--- src/rtl/regfile_pkg.sv ---
// Shared types and sizes for the 8x16 register file and its read-select muxes.
package regfile_pkg;

  localparam int unsigned REG_DATA_W = 16;
  localparam int unsigned REG_DEPTH  = 8;
  localparam int unsigned REG_ADDR_W = 3;
  localparam int unsigned WR_COUNT_W = 8;

  typedef logic [REG_ADDR_W-1:0] reg_addr_t;
  typedef logic [REG_DATA_W-1:0] reg_data_t;
  typedef logic [WR_COUNT_W-1:0] wr_count_t;

  localparam wr_count_t WR_COUNT_MAX = '1;

  // Saturating increment for the debug write counter.
  function automatic wr_count_t wr_count_inc(input wr_count_t c);
    return (c == WR_COUNT_MAX) ? c : c + WR_COUNT_W'(1);
  endfunction

endpackage

--- src/rtl/reg_file_8x16_if.sv ---
// Write/read bus between the controller (master) and the register file (slave).
interface reg_file_8x16_if;
  import regfile_pkg::*;

  logic      W_en;
  reg_addr_t W_addr;
  reg_data_t W_data;
  reg_addr_t Ra_addr;
  reg_addr_t Rb_addr;
  reg_data_t Ra_data;
  reg_data_t Rb_data;
  wr_count_t Wr_count;

  modport master (
    output W_en, W_addr, W_data, Ra_addr, Rb_addr,
    input  Ra_data, Rb_data, Wr_count
  );

  modport slave (
    input  W_en, W_addr, W_data, Ra_addr, Rb_addr,
    output Ra_data, Rb_data, Wr_count
  );

endinterface

--- src/rtl/Mux_16w_8_to_1.sv ---
// 16-bit 8-to-1 combinational select used by each register-file read port.
module Mux_16w_8_to_1
  import regfile_pkg::*;
(
  input  reg_data_t din [REG_DEPTH],
  input  reg_addr_t sel,
  output reg_data_t dout_c
);

  // Pick the selected entry.
  always_comb begin
    dout_c = '0;
    case (sel)
      3'd0:    dout_c = din[0];
      3'd1:    dout_c = din[1];
      3'd2:    dout_c = din[2];
      3'd3:    dout_c = din[3];
      3'd4:    dout_c = din[4];
      3'd5:    dout_c = din[5];
      3'd6:    dout_c = din[6];
      3'd7:    dout_c = din[7];
      default: dout_c = '0;
    endcase
  end

endmodule

--- src/rtl/reg_file_8x16.sv ---
// Eight-entry 16-bit register file: one synchronous write port, two registered
// read ports, saturating write counter. Synchronous active-high Reset.
// Optional macro REGFILE_BYPASS_EN forwards same-edge write data to a read port
// whose address matches the write address; undefined gives read-before-write.
module reg_file_8x16
  import regfile_pkg::*;
(
  input logic             Clk,
  input logic             Reset,
  reg_file_8x16_if.slave  bus
);

  reg_data_t              regs [REG_DEPTH];
  logic [REG_DEPTH-1:0]   wr_sel_c;
  reg_data_t              mux_a_c;
  reg_data_t              mux_b_c;
  reg_data_t              ra_next_c;
  reg_data_t              rb_next_c;
  reg_data_t              ra_q;
  reg_data_t              rb_q;
  wr_count_t              wr_count_q;

  // One-hot write decode.
  always_comb begin
    wr_sel_c = '0;
    if (bus.W_en) wr_sel_c[bus.W_addr] = 1'b1;
  end

  // Storage array; reset clears every entry and drops any same-cycle write.
  always_ff @(posedge Clk) begin
    if (Reset) begin
      for (int unsigned i = 0; i < REG_DEPTH; i++) regs[i] <= '0;
    end else begin
      for (int unsigned i = 0; i < REG_DEPTH; i++) begin
        if (wr_sel_c[i]) regs[i] <= bus.W_data;
      end
    end
  end

  Mux_16w_8_to_1 u_mux_a (
    .din    (regs),
    .sel    (bus.Ra_addr),
    .dout_c (mux_a_c)
  );

  Mux_16w_8_to_1 u_mux_b (
    .din    (regs),
    .sel    (bus.Rb_addr),
    .dout_c (mux_b_c)
  );

  // Next read data: array value, optionally overridden by the in-flight write.
  always_comb begin
    ra_next_c = mux_a_c;
    rb_next_c = mux_b_c;
`ifdef REGFILE_BYPASS_EN
    if (bus.W_en && (bus.W_addr == bus.Ra_addr)) ra_next_c = bus.W_data;
    if (bus.W_en && (bus.W_addr == bus.Rb_addr)) rb_next_c = bus.W_data;
`endif
  end

  // Read-port output registers; update every cycle outside reset.
  always_ff @(posedge Clk) begin
    if (Reset) begin
      ra_q <= '0;
      rb_q <= '0;
    end else begin
      ra_q <= ra_next_c;
      rb_q <= rb_next_c;
    end
  end

  // Saturating count of accepted writes.
  always_ff @(posedge Clk) begin
    if (Reset) begin
      wr_count_q <= '0;
    end else if (bus.W_en) begin
      wr_count_q <= wr_count_inc(wr_count_q);
    end
  end

  assign bus.Ra_data  = ra_q;
  assign bus.Rb_data  = rb_q;
  assign bus.Wr_count = wr_count_q;

endmodule

--- src/flat_wrapper.sv ---
// flat-port wrapper written by rule: the top's interface ports become plain ports
module reg_file_8x16_flat import regfile_pkg::*;
  (Clk, Reset, bus_W_en, bus_W_addr, bus_W_data, bus_Ra_addr, bus_Rb_addr, bus_Ra_data, bus_Rb_data, bus_Wr_count);
  reg_file_8x16_if bus_i ();
  input logic Clk;
  input logic Reset;
  input wire logic [$bits(bus_i.W_en)-1:0] bus_W_en;
  input wire logic [$bits(bus_i.W_addr)-1:0] bus_W_addr;
  input wire logic [$bits(bus_i.W_data)-1:0] bus_W_data;
  input wire logic [$bits(bus_i.Ra_addr)-1:0] bus_Ra_addr;
  input wire logic [$bits(bus_i.Rb_addr)-1:0] bus_Rb_addr;
  output wire logic [$bits(bus_i.Ra_data)-1:0] bus_Ra_data;
  output wire logic [$bits(bus_i.Rb_data)-1:0] bus_Rb_data;
  output wire logic [$bits(bus_i.Wr_count)-1:0] bus_Wr_count;
  assign bus_i.W_en = bus_W_en;
  assign bus_i.W_addr = bus_W_addr;
  assign bus_i.W_data = bus_W_data;
  assign bus_i.Ra_addr = bus_Ra_addr;
  assign bus_i.Rb_addr = bus_Rb_addr;
  assign bus_Ra_data = bus_i.Ra_data;
  assign bus_Rb_data = bus_i.Rb_data;
  assign bus_Wr_count = bus_i.Wr_count;
  reg_file_8x16 u_core (.Clk(Clk), .Reset(Reset), .bus(bus_i));
endmodule
--- config.mk ---
export PLATFORM = sky130hd
export DESIGN_NAME = reg_file_8x16_flat
export DESIGN_NICKNAME = d
export VERILOG_FILES = /design/src/rtl/regfile_pkg.sv /design/src/rtl/reg_file_8x16_if.sv /design/src/rtl/Mux_16w_8_to_1.sv /design/src/rtl/reg_file_8x16.sv /design/src/flat_wrapper.sv
export SDC_FILE = /design/constraint.sdc
export NUM_CORES = 1
export LEC_CHECK = 0
export BUFFER_PORTS_ARGS = -buffer_cell sky130_fd_sc_hd__buf_4
export CORE_MARGIN = 2
export CORE_UTILIZATION = 60
export CTS_BUF_LIST = sky130_fd_sc_hd__clkbuf_16
export DETAILED_ROUTE_END_ITERATION = 10
export PLACE_DENSITY = 0.83
export SYNTH_ARGS = -nofsm -noshare
export SYNTH_HDL_FRONTEND = slang
export SYNTH_HIERARCHICAL = 1
export SYNTH_SLANG_ARGS = --single-unit
export TNS_END_PERCENT = 10
--- constraint.sdc ---
create_clock -name Clk -period 1.8 [get_ports Clk]
set_input_delay 0.54 -clock Clk [delete_from_list [all_inputs] [get_ports Clk]]
set_output_delay 0.54 -clock Clk [all_outputs]
set_load 0.03 [all_outputs]
==> impl_metrics.toml, run 1 <==
[synthesis]
synth.avg_cell_area_um2 = 7.759
synth_top_area_cell = "dfxtp_1"
ys.flop_type = "dfxtp_1"
synthTopCellsByArea = "dfxtp_1 41%, nand2_1 13%, a21oi_1 9.1%"
postSynthCellCount = 1062
yosysWarnings = 6
yosys_register_bits = 168
ys_types = 48
synth_async_sr_flop_share_pct = 0
synth_edf_count = 0
synth.top_cell.area_share_pct = 40.81
seq_area_frac_synth_pct = 40.81
synthesis.nets = 1091
syn_area_um2 = 8240

[power_and_ir_drop]
p_per_area_nw_per_um2 = 901.9
p_leak_nw = 3.558
clock_power_share_pct = 44.5
p_comb_share_pct = 10.8
p_int_mw = 6.499
p_total_mw = 8.673
switching_share_pct = 25.06
pwr-share-seq_pct = 44.7
ir_drop_v = 0.0006939
p_sw_mw = 2.174

[clock_network]
cts_root_buffer = "clkbuf_16"
ctsHoldBuffers = 0
numCtsBuffers = 17
post-cts-setup-buffers = 0
cts_sinks = 168
path_clk_slew_ps = 70
cts_resized = 0
clockBufferDepth = 2
ctsHtreeMaxLevel = 4
clk_latency_ps = 430
cts_tree = "done"

[timing]
finalSetupViolCount = 0
slew_viol_final = 0
finalCriticalPeriod_ps = 1698
tightest_slew_ps = 584.9
rsz0062_at_grt = "false"
slew_headroom_pct = 61.01
max_freq_ghz = 0.5889
finClkSkew_ps = 5.449
finalCritPeriodShare_pct = 94.34
finalHoldViolCount = 0

[finish]
syn_to_final_growth_pct = 16.70
drive_gt1_share_pct = 16.21
finalInstanceArea_um2 = 9617
post-route-util_pct = 72.05
nNetsFinal = 1139
n_antenna_cell = 0

[routing]
vias_per_cell = 6.130
avgRoutedWirePerCell_um = 18.63
vias = 7963
dr.first_iter.drc_count = 1022
routed_wl_mm = 24.20
ant_nets = 0
dr.pass1.iters = 7
route.detailed.drc = 0

[floorplanning]
std_cell_rows = 42
core-area_um2 = 13350
die_w_um = 121.2
initial_core_util_pct = 61.74
die_area_um2 = 14690
die_y_um = 121.2
ios = 68

[placed_design]
dpl_cell_area_um2 = 8992
gp_congestion = 0.9438
io_buffers = 67
dp_hpwl_mm = 15.86

[global_route]
grt_pass1_wl_mm = 37.71
antenna_found_initial = 0
grt_max_degree = 64
grt_pass1_vias = 7313
overflow = 0
track_usage_pct = 33.12

[critical_path]
crit_path_end_kind = "register"
critPathArrivalTime_ps = 2020
critPathRequiredTime_ps = 2120
cp-start-kind = "register"
critical_path_class = "register to register"
crit_path_max_fanout = 6

[min_path]
min_path_type = "input pin to register"

[job]
maxCapViolations = 0

[status]
status = "complete, no violations"
## Yosys cell counts, drive strengths merged, types with 4 or more instances
library cell	n
a21oi	154
a221oi	6
a22o	8
a22oi	46
a31oi	26
and2	4
buf	67
clkbuf	36
dfxtp	168
inv	8
mux2	6
mux2i	31
nand2	291
nand2b	30
nand3	24
nand4	4
nor2	46
nor2b	44
nor3	4
o21ai	26
## kinds of logic after synthesis
logic type               Yosys count  synth area share, %
AO/OA/AOI/OAI                    273                19.40
adder cells (fa/ha/maj)            1               0.1518
buffers and inverters            111                8.366
flip-flops                       168                40.81
multiplexers                      37                4.585
AND/OR/NAND/NOR                  472                26.68
## placed cells by master, fill, tap and decap left out, types with 17 or more instances in the layout
cell type	netlist	routed
mux2i_1	31	31
nand2_1	291	291
o21ai_0	26	26
buf_4	32	116
clkbuf_16	0	17
nor2_1	44	44
nand2b_1	30	30
nor2b_1	40	40
nand3_1	24	24
dfxtp_1	168	168
a21oi_1	150	150
a22oi_1	46	46
a31oi_1	26	26
## routing by layer
layer | track usage, % | wire length, µm
met3 | 7.566 | 2591
met2 | 50.91 | 10930
met5 | 0 | 0
met4 | 13.79 | 731
met1 | 44.89 | 9947
## sequential cells by signal (all words and copies together), names as in the netlist
signal / count
u_core/bus.Ra_data: 16
u_core/bus.Rb_data: 16
u_core/bus.Wr_count: 8
u_core/regs: 128
## metrics by stage
stage                     TNS [ps]  hold slack (ps)  setup slack [ps]  cells
after CTS                        0            404.1             116.0   1299
after detailed placement    -418.6            451.0            -65.65   1267
final                            0            412.1             101.8   1299
after global placement      -64.17            445.0            -51.84   1267
after global routing             0            413.4             63.55   1299
after floorplan                  0            439.1             121.8   1062
## critical path, cell delays in order, from the launching register on
cell and delay [ps]:
dfxtp_1 340, ha_1 280, and4_1 240, a21boi_0 350, mux2_2 380
## power by group through the flow
stage | logic (mW) | clock network, mW | registers [mW]
2_1_floorplan | 0.546 | 0 | 4.00
5_1_grt | 0.994 | 4.02 | 3.88
3_5_place_dp | 0.907 | 0 | 3.95
6_report | 0.936 | 3.86 | 3.87
4_1_cts | 0.913 | 3.88 | 3.87
3_3_place_gp | 0.889 | 0 | 3.95
## final timing paths
path,depth (start not counted),end,slack (ps),from
min reg2reg,2,u_core/regs[89],460,u_core/regs[89]
min,3,u_core/regs[31],410,bus_W_data[15]
max reg2reg,4,u_core/bus.Wr_count[0],100,u_core/bus.Wr_count[0]
max,4,u_core/bus.Wr_count[0],100,u_core/bus.Wr_count[0]
## final cells by class
class	instances	area, µm²
repair buffers	132	1191
well taps	176	220.2
inverters	8	30.03
flip-flops and latches	168	3363
clock inverters	15	198.9
fillers	1065	3731
clock buffers	17	425.4
multi-input cells	783	4188
Power figures use the tool's default switching activity.
==> run 2, diff against run 1 <==
- RECOVER_POWER: not set -> 100
==> run 2 against run 1 <==
Clock skew about the same. Setup slack got worse by 20 ps. Critical path depth unchanged. First-iteration DRC count decreased by 4.2%. Register-to-register slack got worse by 20 ps. Worst hold slack got worse by 2.8 ps. Die area unchanged. Final cell count unchanged. Sequential power about the same. Combinational power decreased by 5.0%. Global-route usage unchanged. Critical path type unchanged. Critical endpoint unchanged.
==> impl_metrics.toml, run 2 (synthesis results as in run 1) <==
[clock_network]
clk_latency_ps = 430
cts_tree = "done"
cts_root_buffer = "clkbuf_16"
numCtsBuffers = 17
cts_sinks = 168
ctsHoldBuffers = 0
clockBufferDepth = 2
ctsHtreeMaxLevel = 4
post-cts-setup-buffers = 0
cts_resized = 0
path_clk_slew_ps = 60

[finish]
syn_to_final_growth_pct = 13.68
finalInstanceArea_um2 = 9368
largest_reg_flops = 128
drive_gt1_share_pct = 12.20
stdcell_count = 1299
post-route-util_pct = 70.18
top_register = "u_core/regs"
n_antenna_cell = 0
nNetsFinal = 1139
final_common_cell = "nand2_1"
mostFrequentLayoutCells = "291 x nand2_1, 168 x dfxtp_1, 151 x a21oi_1, 66 x buf_4, 46 x a22oi_1"

[power_and_ir_drop]
p_per_area_nw_per_um2 = 920.2
p_leak_nw = 3.416
pwr-share-seq_pct = 44.9
p_int_mw = 6.454
p_sw_mw = 2.166
switching_share_pct = 25.12
p_comb_share_pct = 10.3
clock_power_share_pct = 44.7
ir_drop_v = 0.0006998

[timing]
rsz0062_at_grt = "false"
finalHoldViolCount = 0
finalSetupViolCount = 0
finalCriticalPeriod_ps = 1718
setup_slack_ps = 81.70
max_freq_ghz = 0.5820
tightest_slew_ps = 840.8
finClkSkew_ps = 5.171
slew_viol_final = 0
finalCritPeriodShare_pct = 95.46
whs_ps = 409.4
slew_headroom_pct = 43.86

[floorplanning]
core-area_um2 = 13350
ios = 68
std_cell_rows = 42
die_area_um2 = 14690
initial_core_util_pct = 61.74
die_y_um = 121.2
die_w_um = 121.2

[global_route]
track_usage_pct = 33.12
grt_pass1_wl_mm = 37.71
grt_max_degree = 64
antenna_found_initial = 0
overflow = 0
grt_pass1_vias = 7313

[placed_design]
io_buffers = 67
dpl_cell_area_um2 = 8992
gp_congestion = 0.9438
place_ws_ps = -65.65
dp_hpwl_mm = 15.86
dpl.cell_count = 1267

[routing]
vias = 7992
dr.pass1.iters = 6
avgRoutedWirePerCell_um = 18.73
dr.first_iter.drc_count = 979
routed_wl_mm = 24.32
vias_per_cell = 6.152
ant_nets = 0
route.detailed.drc = 0

[critical_path]
cp_cell_sequence = "ha_1, and4_1, a21boi_0, mux2_2"
cp-start-kind = "register"
crit_path_max_fanout = 6
r2r_cells = 4
regToRegStartpoint = "u_core/bus.Wr_count[0]"
critical_path_class = "register to register"
r2r_setup_slack_ps = 80
rr_endpoint = "u_core/bus.Wr_count[0]"
critPathRequiredTime_ps = 2120
crit_path_end_kind = "register"
cp_slowest_cell = "mux2_2"
critPathArrivalTime_ps = 2040
max_stage_delay_ps = 380

[status]
status = "complete, no violations"

[min_path]
worstHoldPathCells = 3
worstHoldStart = "bus_W_data[1]"
min_path_type = "input pin to register"
whs_endpoint = "u_core/regs[97]"

[job]
maxCapViolations = 0
==> run 2: worst max-delay path by stage <==
stage                                 from                endpoint  slack (ps)  cells after the start
detailed placement          bus_Ra_addr[1]   u_core/bus.Ra_data[0]         -70                      6
floorplan           u_core/bus.Wr_count[0]  u_core/bus.Wr_count[0]         120                      4
global route                bus_Rb_addr[0]   u_core/bus.Rb_data[7]          30                      8
global placement            bus_Rb_addr[0]   u_core/bus.Rb_data[7]         -50                      8
CTS                 u_core/bus.Wr_count[0]  u_core/bus.Wr_count[0]         120                      4
finish              u_core/bus.Wr_count[0]  u_core/bus.Wr_count[0]          80                      4
==> run 2: critical path: cells and delay by family (launching register included) <==
family	cells	cell delay, ps
flops	1	340
compound gates	1	360
simple gates	1	240
fa+ha+maj	1	290
mux	1	380
==> run 2: cell type report <==
type / count / area, µm²
clock inverter: 15 / 198.9
sequential: 168 / 3363
timing repair buffer: 132 / 955.9
inverter: 8 / 30.03
tap: 176 / 220.2
fill: 1106 / 3980
multi-input combinational: 783 / 4174
clock buffer: 17 / 425.4
==> run 2: routing by layer <==
metal  vias to the layer above  share of wire (%)  GRT usage [%]  routed length (µm)
met2                       500                 45          50.91               10920
li1                       3695                  -              -                   -
met3                        70                 11          7.566                2690
met1                      3727                 41          44.89                9975
met4                         0                3.1          13.79                 743
met5                         -                  0              0                   0
==> run 2: power by group through the flow <==
stage | logic, mW | registers (mW) | clock network, mW
finish | 0.889 | 3.87 | 3.86
floorplan | 0.546 | 4.00 | 0
global route | 0.945 | 3.88 | 4.02
global placement | 0.889 | 3.95 | 0
CTS | 0.913 | 3.87 | 3.88
detailed placement | 0.907 | 3.95 | 0
==> run 2: stage by stage <==
stage                     TNS [ps]  total power, mW
after CTS                        0            8.665
final                            0            8.620
after global routing             0            8.846
after detailed placement    -418.6            4.862
after global placement      -64.17            4.839
after floorplan                  0            4.548
